## src/rtl/hamming_pkg.sv

```systemverilog
// Shared types and sizing helpers for the Hamming SECDED engine.
package hamming_pkg;

    // Smallest r such that 2^r >= data_w + r + 1.
    function automatic int unsigned calc_pw(input int unsigned data_w);
        int unsigned r;
        r = 1;
        while ((32'd1 << r) < (data_w + r + 32'd1)) begin
            r = r + 1;
        end
        return r;
    endfunction

    typedef enum logic [1:0] {
        ST_CLEAN  = 2'b00,
        ST_CORR   = 2'b01,
        ST_P0     = 2'b10,
        ST_UNCORR = 2'b11
    } status_e;

    localparam logic MODE_ENC = 1'b0;
    localparam logic MODE_DEC = 1'b1;

endpackage

```

## src/rtl/hamming_syndrome.sv

```systemverilog
// Combinational syndrome/parity core: s = XOR of indices of set bits 1..CODE_W-1,
// q = XOR of all bits.
module hamming_syndrome #(
    parameter int unsigned CODE_W = 16,
    parameter int unsigned P_W    = 4
) (
    input  logic [CODE_W-1:0] code_i,
    output logic [P_W-1:0]    s_o,
    output logic              q_o
);

    always_comb begin
        s_o = '0;
        for (int unsigned i = 1; i < CODE_W; i++) begin
            if (code_i[i]) begin
                s_o = s_o ^ P_W'(i);
            end
        end
        q_o = ^code_i;
    end

endmodule

```

## src/rtl/hamming_secded_engine.sv

```systemverilog
// Two-stage pipelined Hamming SECDED encoder/decoder with valid/ready flow
// control and saturating error counters.
module hamming_secded_engine
    import hamming_pkg::*;
#(
    parameter  int unsigned DATA_W = 11,
    parameter  int unsigned CNT_W  = 8,
    localparam int unsigned P_W    = calc_pw(DATA_W),
    localparam int unsigned CODE_W = DATA_W + P_W + 1
) (
    input  logic              clk,
    input  logic              rst_n,
    input  logic              in_valid,
    output logic              in_ready,
    input  logic              in_mode,
    input  logic [CODE_W-1:0] in_data,
    output logic              out_valid,
    input  logic              out_ready,
    output logic              out_mode,
    output logic [CODE_W-1:0] out_data,
    output logic [1:0]        out_status,
    output logic [P_W-1:0]    out_syndrome,
    input  logic              cnt_clr,
    output logic [CNT_W-1:0]  err_corr_cnt,
    output logic [CNT_W-1:0]  err_dbl_cnt
);

    // Scatter payload into non-power-of-two positions, parity slots left zero.
    function automatic logic [CODE_W-1:0] place(input logic [DATA_W-1:0] d);
        logic [DATA_W-1:0] rem;
        place = '0;
        rem   = d;
        for (int pos = 1; pos < int'(CODE_W); pos++) begin
            if ((pos & (pos - 1)) != 0) begin
                place[pos] = rem[0];
                rem        = rem >> 1;
            end
        end
    endfunction

    function automatic logic [DATA_W-1:0] extract(input logic [CODE_W-1:0] w);
        extract = '0;
        for (int pos = int'(CODE_W) - 1; pos > 0; pos--) begin
            if ((pos & (pos - 1)) != 0) begin
                extract = {extract[DATA_W-2:0], w[pos]};
            end
        end
    endfunction

    logic              s1_valid_q, s1_valid_d;
    logic              s1_mode_q, s1_mode_d;
    logic [CODE_W-1:0] s1_word_q, s1_word_d;
    logic [P_W-1:0]    s1_syn_q, s1_syn_d;
    logic              s1_par_q, s1_par_d;

    logic              s2_valid_q, s2_valid_d;
    logic              s2_mode_q, s2_mode_d;
    logic [CODE_W-1:0] s2_data_q, s2_data_d;
    status_e           s2_status_q, s2_status_d;
    logic [P_W-1:0]    s2_syn_q, s2_syn_d;

    logic [CNT_W-1:0]  corr_cnt_q, corr_cnt_d;
    logic [CNT_W-1:0]  dbl_cnt_q, dbl_cnt_d;

    logic [CODE_W-1:0] syn_in;
    logic [P_W-1:0]    syn_s;
    logic              syn_q;
    logic              s2_accept;
    logic              xfer_dec;

    logic [CODE_W-1:0] res_word;
    logic [CODE_W-1:0] res_data;
    status_e           res_status;
    logic [P_W-1:0]    res_syn;

    // Encode reuses the syndrome core: s over the placed payload is the parity vector.
    assign syn_in = (in_mode == MODE_DEC) ? in_data : place(in_data[DATA_W-1:0]);

    hamming_syndrome #(
        .CODE_W(CODE_W),
        .P_W   (P_W)
    ) u_syndrome (
        .code_i(syn_in),
        .s_o   (syn_s),
        .q_o   (syn_q)
    );

    assign s2_accept = !s2_valid_q || out_ready;
    assign in_ready  = !s1_valid_q || s2_accept;
    assign xfer_dec  = s2_valid_q && out_ready && (s2_mode_q == MODE_DEC);

    // Stage-2 result: finish the codeword or classify and correct the received word.
    always_comb begin
        res_word   = s1_word_q;
        res_data   = '0;
        res_status = ST_CLEAN;
        res_syn    = '0;
        if (s1_mode_q == MODE_ENC) begin
            for (int unsigned k = 0; k < P_W; k++) begin
                res_word[32'd1 << k] = s1_syn_q[k];
            end
            res_word[0] = ^res_word[CODE_W-1:1];
            res_data    = res_word;
        end else begin
            res_syn = s1_syn_q;
            if (s1_syn_q == '0) begin
                res_status = s1_par_q ? ST_P0 : ST_CLEAN;
            end else if (!s1_par_q || (32'(s1_syn_q) > (CODE_W - 32'd1))) begin
                res_status = ST_UNCORR;
            end else begin
                res_status = ST_CORR;
                res_word   = s1_word_q ^ (CODE_W'(1) << s1_syn_q);
            end
            res_data = CODE_W'(extract(res_word));
        end
    end

    always_comb begin
        s1_valid_d  = s1_valid_q;
        s1_mode_d   = s1_mode_q;
        s1_word_d   = s1_word_q;
        s1_syn_d    = s1_syn_q;
        s1_par_d    = s1_par_q;
        s2_valid_d  = s2_valid_q;
        s2_mode_d   = s2_mode_q;
        s2_data_d   = s2_data_q;
        s2_status_d = s2_status_q;
        s2_syn_d    = s2_syn_q;
        corr_cnt_d  = corr_cnt_q;
        dbl_cnt_d   = dbl_cnt_q;

        if (in_valid && in_ready) begin
            s1_valid_d = 1'b1;
            s1_mode_d  = in_mode;
            s1_word_d  = syn_in;
            s1_syn_d   = syn_s;
            s1_par_d   = syn_q;
        end else if (s2_accept) begin
            s1_valid_d = 1'b0;
        end

        if (s2_accept) begin
            s2_valid_d = s1_valid_q;
            if (s1_valid_q) begin
                s2_mode_d   = s1_mode_q;
                s2_data_d   = res_data;
                s2_status_d = res_status;
                s2_syn_d    = res_syn;
            end
        end

        // Clear has priority over a same-cycle event.
        if (cnt_clr) begin
            corr_cnt_d = '0;
            dbl_cnt_d  = '0;
        end else if (xfer_dec) begin
            if (((s2_status_q == ST_CORR) || (s2_status_q == ST_P0)) && (corr_cnt_q != '1)) begin
                corr_cnt_d = corr_cnt_q + CNT_W'(1);
            end
            if ((s2_status_q == ST_UNCORR) && (dbl_cnt_q != '1)) begin
                dbl_cnt_d = dbl_cnt_q + CNT_W'(1);
            end
        end
    end

    always_ff @(posedge clk or negedge rst_n) begin
        if (!rst_n) begin
            s1_valid_q  <= 1'b0;
            s1_mode_q   <= MODE_ENC;
            s1_word_q   <= '0;
            s1_syn_q    <= '0;
            s1_par_q    <= 1'b0;
            s2_valid_q  <= 1'b0;
            s2_mode_q   <= MODE_ENC;
            s2_data_q   <= '0;
            s2_status_q <= ST_CLEAN;
            s2_syn_q    <= '0;
            corr_cnt_q  <= '0;
            dbl_cnt_q   <= '0;
        end else begin
            s1_valid_q  <= s1_valid_d;
            s1_mode_q   <= s1_mode_d;
            s1_word_q   <= s1_word_d;
            s1_syn_q    <= s1_syn_d;
            s1_par_q    <= s1_par_d;
            s2_valid_q  <= s2_valid_d;
            s2_mode_q   <= s2_mode_d;
            s2_data_q   <= s2_data_d;
            s2_status_q <= s2_status_d;
            s2_syn_q    <= s2_syn_d;
            corr_cnt_q  <= corr_cnt_d;
            dbl_cnt_q   <= dbl_cnt_d;
        end
    end

    assign out_valid    = s2_valid_q;
    assign out_mode     = s2_mode_q;
    assign out_data     = s2_data_q;
    assign out_status   = s2_status_q;
    assign out_syndrome = s2_syn_q;
    assign err_corr_cnt = corr_cnt_q;
    assign err_dbl_cnt  = dbl_cnt_q;

endmodule
```

## config.mk

```make
export PLATFORM = sky130hd
export DESIGN_NAME = hamming_secded_engine
export DESIGN_NICKNAME = d
export VERILOG_FILES = /design/src/rtl/hamming_pkg.sv /design/src/rtl/hamming_syndrome.sv /design/src/rtl/hamming_secded_engine.sv
export SDC_FILE = /design/constraint.sdc
export NUM_CORES = 1
export LEC_CHECK = 0
export BUFFER_PORTS_ARGS = -buffer_cell sky130_fd_sc_hd__buf_2
export CORE_ASPECT_RATIO = 0.7
export CORE_MARGIN = 3
export CORE_UTILIZATION = 56
export CTS_CLUSTER_DIAMETER = 80
export CTS_CLUSTER_SIZE = 28
export DETAILED_ROUTE_END_ITERATION = 12
export PLACE_DENSITY = 0.83
export SYNTH_ARGS = -nofsm -noshare
export SYNTH_HDL_FRONTEND = slang
export SYNTH_HIERARCHICAL = 1
export SYNTH_SLANG_ARGS = --single-unit
```

## constraint.sdc

```tcl
create_clock -name clk -period 1.98 [get_ports clk]
set_input_delay 0.495 -clock clk [delete_from_list [all_inputs] [get_ports clk]]
set_output_delay 0.495 -clock clk [all_outputs]
set_load 0.005 [all_outputs]
```

Yosys cells after proc, flatten, opt, wreduce, memory -nomap -nowiden
Cells that the tools add are included.
- bits in registers: 63
- input bits: 22
- output and inout port bits: 41
- word-level logic and storage cells: 87
- add/sub/neg operators: 2
- equality and inequality tests: 5
- shifts and indexed selects: 1
- multiplexer cells: 32
- bitwise gates (word level): 15
- reduce and logical (&&, ||, !) cells: 20
- operators with widths (operator ; count):
    2-to-1 mux 16 bit ; 4
    2-to-1 mux 8 bit ; 6
    2-to-1 mux 4 bit ; 9
    adder 8 x 1 -> 8 bit (second input constant) ; 2
    inequality test 8 bit (second input constant) ; 2
    XOR reduction 16 bit ; 1
    << shifter 1 x 4 -> 16 bit (first input constant) ; 1
    XOR 16 bit ; 1
    XOR reduction 15 bit ; 1
    2-to-1 mux 2 bit ; 6
    2-to-1 mux 3 bit ; 4
    NOT 2 bit ; 6
    NOT 3 bit ; 4
    nonzero test 2 bit ; 4
    AND reduction 2 bit ; 3
    logical AND 1 bit ; 5
    == test 2 bit (second input constant) ; 2
    zero test 4 bit ; 1
    NOT 4 bit ; 1
    logical OR 1 bit ; 3
    2-to-1 mux 1 bit ; 3
    NOT 1 bit (first input constant) ; 3
    == test 2 x 1 -> 1 bit (second input constant) ; 1
    zero test 1 bit ; 2

Depth between registers and ports, before layout
- word-level depth: 27
- gate-level depth with buffers: 8
- depth with buffers taken out: 6

By module
The synthesis kept the hierarchy.
- modules (own cells, without submodules) (module ; times used ; cells an instance ; area each (um^2) ; sequential area each (um^2)):
    hamming_secded_engine ; 1 ; 297 ; 3098.0 ; 1451.4
    hamming_syndrome ; 1 ; 27 ; 251.5 ; 0.0

Worst setup path after synthesis
Ideal clock, no wire load.
- path kind: input -> register
- start: in in_mode
- end: reg s1_par_q
- setup time: 0.125 ns
- arrival time: 2.421 ns
- data required time: 1.855 ns
- setup slack: -0.566 ns
- cell stages on the path: 8
- path buffers: 2
- path through: clkbuf_1 -> clkbuf_1 -> mux2_2 -> xnor2_1 -> xnor2_2 -> xor2_2 -> xor2_1 -> mux2_2
- cells in the longest elaborated chain, start to end: 2
- ends and longest elaborated chain (element ; RTL line ; source):
    start: declaration ; hamming_secded_engine.sv:15 ; input logic in_mode,
    2-to-1 mux 16 bit ; hamming_secded_engine.sv:77 ; assign syn_in = (in_mode == MODE_DEC) ? in_data : place(in_data[DATA_W-1:0]);
    net syn_in[13] ; hamming_secded_engine.sv:65 ; logic [CODE_W-1:0] syn_in;
    XOR reduction 16 bit ; hamming_syndrome.sv:19 ; q_o = ^code_i;
    net syn_q ; hamming_secded_engine.sv:67 ; logic syn_q;
    end signal: assignment ; hamming_secded_engine.sv:185 ; s1_par_q <= s1_par_d;
    end: declaration ; hamming_secded_engine.sv:54 ; logic s1_par_q, s1_par_d;
The timed path passes the listed nets, and every way through them passes these cells.
A chain may end at the register's enable or synchronous reset.

Worst setup path after layout
Ends and elaborated chain as after synthesis.

==> parameters.txt <==
Parameter                              Value

Run status
  Status ... finished clean

Hold path
  Worst hold-check path type ... in2async

Worst setup path
  Count of buffer and inverter cells on the critical path ... 2
  Highest net fanout along the worst path ... 13
  Kind of cell adding the most delay to the critical path ... XOR/XNOR gates
  Total number of cells along the worst setup path ... 8
  Worst setup path endpoint ... s1_par_q
  Cell type of the slowest stage on the worst timing path ... sky130_fd_sc_hd__mux2_4
  Worst Setup Start Kind ... primary input
  Worst path required time ... 2190 ps
  R2R setup slack ... 130 ps
  Delay contributed by the slowest stage of the critical path ... roughly 320 ps
  Cell breakdown of the critical path ... buf_4 -> buf_4 -> mux2_4 -> xnor2_2 -> xnor2_2 -> xor2_2 -> xor2_1 -> mux2_2
  Arrival time at the worst endpoint ... 2130 ps
  Critical Path End Type ... flip-flop
  Crit Path Class ... in2reg
  Destination of the worst register-to-register timing path ... err_corr_cnt[5]
  Launching point of the worst reg2reg path ... out_status[0]
  Cell depth of the worst flop-to-flop path ... 5
  Critical Path Start ... in_mode

GRT
  Busiest layer in global routing ... met1
  GR Util met3 ... 6.21%
  Maximum number of pins on one net before global-route repair ... 59
  Global-route wire length before repair ... 12,000 um
  Total GRT Usage ... ~22%
  Met2 GRT Util ... between 30% and 40%
  GR Layer Usage met1 ... 33.9%
  Number of global-route vias before repair ... about 2,400
  Grt ovf ... 0
  Number of antenna violations at the first check in global routing ... 0

STA
  Clock skew after layout ... 5.46 ps
  Setup_tns ... 0 ps
  Share of the clock period used by the worst path after layout ... a little over nine tenths
  Time the worst path needs with I/O delays and setup ... approximately 1900 ps
  Fmax ... between 0.5 and 0.6 GHz
  Slew of the pin with the lowest slew margin ... 542 ps
  Slew headroom ... between 60% and 70%
  Setup-violating endpoint count in the final report ... 0
  Unrepaired setup endpoints after global routing ... no
  Number of endpoints with negative hold slack in the final report ... 0
  Final count of pins violating max slew ... 0
  Min setup slack post-route ... 60.3 ps
  Final hold slack ... between 150 and 200 ps

Finish
  Share of final-layout standard cells stronger than drive strength 1 ... 33.6%
  Layout Utilization ... 75.5%
  Count of fill cells added during filler insertion ... 387
  Number of diodes ... 0
  Multi-input logic area ... ~0.0019 mm2
  Net count, final ... 435
  Area occupied by registers ... around 0.0015 mm2
  Relative area change from synthesis to final layout ... 24.1%

Job
  Number of maximum-capacitance constraint violations ... 0

Clock tree
  CTS buffer count ... 9
  Clock-pin slew on the worst setup and hold paths ... 60 ps
  Clk root buf ... sky130_fd_sc_hd__clkbuf_8
  Insertion delay to the later sink of the worst-skew pair ... 330 ps
  Hold buffer count at cts ... 0
  H-tree levels ... 3
  Number of buffers on the longest clock path ... 2
  Clock tree from TritonCTS ... done
  Sinks on Clock Net ... 58

Route
  Wire per inst ... around 15 um
  Routed via count divided by cell count ... 5.50
  Total number of vias ... 2,657
  DRT Wirelength ... 7400 um
  Iteration count of the initial detailed-routing pass ... 5
  Count of routing violations after the opening detailed-route iteration ... 175
  DRC viols ... 0
  Count of antenna-violating nets left after detailed routing ... 0

Placed design
  Placer Congestion ... 0.809
  Buffers on Ports ... 62
  Pre-CTS setup slack ... -329 ps
  Final HPWL DP ... approximately 5700 um

Synthesis
  Number of flip-flops and latches in the synthesized netlist ... between 50 and 60
  Area of the mapped netlist ... 0.00335 mm2
  Synthesized netlist net count ... 353
  Yosys cell types ... 41
  Gate count after technology mapping ... 324
  Count of synthesis-stage warnings from yosys ... 6
  EDFF count, synth ... 0
  Leading register cell type out of synthesis ... sky130_fd_sc_hd__dfrtp_1
  Part of the Yosys area used for sequential elements ... 43.3%
  Avg Inst Size Synth ... approximately 10 um2
  Fraction of registers with async set or reset after synthesis ... 100%

Pwr
  Leakage power ... 1.93 nW
  Maximum resistive drop on vdd ... 0.702 mV
  Ratio of total power to cell area ... 1110 mW/mm2

Die
  Num rows ... 22
  Die width ... about 98 um
  Die outline area ... 0.00696 mm2
  Initial Utilization ... 60.8%
  Area inside the core boundary ... 0.00551 mm2
  IO Pins ... 63
  Vertical die dimension ... 70.7 um
==> state kept, by name, summed over array words and instances (netlist names) <==
signal and count:
s1_valid_q 1, out_mode 1, err_corr_cnt 8, err_dbl_cnt 8, out_syndrome 4, out_valid 1
out_data 16, s1_mode_q 1, s1_word_q 11, out_status 2, s1_syn_q 4, s1_par_q 1
==> layout make-up <==
| class | instances | area share, % |
|---|---|---|
| repair buffers | 88 | 12.8 |
| inverters | 4 | 0.361 |
| clock buffers | 14 | 3.91 |
| flip-flops and latches | 58 | 34.9 |
| multi-input cells | 245 | 45.0 |
| clock inverters | 2 | 0.843 |
| well taps | 72 | 2.17 |
==> cells in the mapped netlist, drive strengths merged (8+ instances only) <==
| cell | instances | area (um2) |
|---|---|---|
| nand2 | 37 | 139 |
| nand2b | 9 | 56.3 |
| nor2 | 12 | 45.0 |
| mux2i | 9 | 90.1 |
| o21ai | 25 | 125 |
| a21oi | 8 | 40.0 |
| xnor2 | 42 | 375 |
| nand4 | 9 | 56.3 |
| clkbuf | 13 | 48.8 |
| mux2 | 28 | 315 |
| dfrtp | 58 | 1450 |
| xor2 | 9 | 86.3 |
==> through the flow <==
step,total power [mW],instances,area (um2)
after floorplan,2.90,324,3440
after detailed placement,3.53,467,3960
final,4.61,483,4160
after CTS,4.63,483,4150
after global placement,3.45,467,3960
after global routing,4.87,483,4160
==> how the worst min path moves through the flow <==
stage                start         endpoint  slack [ps]  depth (start not counted)
6_report             rst_n   err_dbl_cnt[7]         160                          2
2_1_floorplan        rst_n  err_corr_cnt[0]         200                          0
3_5_place_dp   out_data[7]      out_data[7]         470                          2
4_1_cts              rst_n  out_syndrome[1]         160                          2
3_3_place_gp   out_data[8]      out_data[8]         460                          2
5_1_grt              rst_n   err_dbl_cnt[7]         170                          2
==> layout by cell type, fill, tap and decap left out, types with 4 or more instances in the layout <==
cell                       synthesis  final
sky130_fd_sc_hd__a21oi_1           8      8
sky130_fd_sc_hd__and2_1            5      5
sky130_fd_sc_hd__buf_2             2     61
sky130_fd_sc_hd__buf_4             1     25
sky130_fd_sc_hd__clkbuf_8          0     11
sky130_fd_sc_hd__dfrtp_1          58     58
sky130_fd_sc_hd__ha_1              7      7
sky130_fd_sc_hd__inv_1             4      4
sky130_fd_sc_hd__mux2_2           28     24
sky130_fd_sc_hd__mux2_4            0      4
sky130_fd_sc_hd__mux2i_1           9      9
sky130_fd_sc_hd__nand2_1          37     37
sky130_fd_sc_hd__nand2b_1          9      9
sky130_fd_sc_hd__nand3_1           7      7
sky130_fd_sc_hd__nand4_1           9      9
sky130_fd_sc_hd__nand4b_1          4      4
sky130_fd_sc_hd__nor2_1           12     12
sky130_fd_sc_hd__o21ai_0          25     25
sky130_fd_sc_hd__o31ai_1           6      6
sky130_fd_sc_hd__or3_1             4      4
sky130_fd_sc_hd__or4_1             5      5
sky130_fd_sc_hd__xnor2_1          41     37
sky130_fd_sc_hd__xnor2_2           1      4
sky130_fd_sc_hd__xor2_1            8      8
==> metal layers <==
layer | up-vias | part of all wire [%]
met5 | - | 0
met4 | 0 | 0.53
met3 | 6 | 7.0
met2 | 106 | 41
met1 | 1244 | 51
li1 | 1301 | -
==> report_power, final <==
| part | internal, mW | total, mW | switching (mW) |
|---|---|---|---|
| Combinational | 0.986 | 1.83 | 0.848 |
| Sequential | 1.44 | 1.69 | 0.255 |
| Clock | 0.649 | 1.08 | 0.431 |
==> timing repair <==
item	in CTS	in global routing
endpoints found under the setup margin	0	2
hold endpoints to repair	0	0
gates resized for setup	0	2
buffers inserted	0	0
==> kinds of logic after synthesis <==
| family | after synthesis | share of synthesized area [%] |
|---|---|---|
| AOI/OAI and AO/OA | 48 | 8.70 |
| DFF | 58 | 43.3 |
| xor gates and xnor gates | 53 | 15.1 |
| adders and majority gates | 7 | 2.61 |
| and+or+nand+nor | 100 | 15.6 |
| muxes | 37 | 12.1 |
| buffers and inverters | 21 | 2.54 |
No activity file was read; power rests on OpenSTA's default activity.
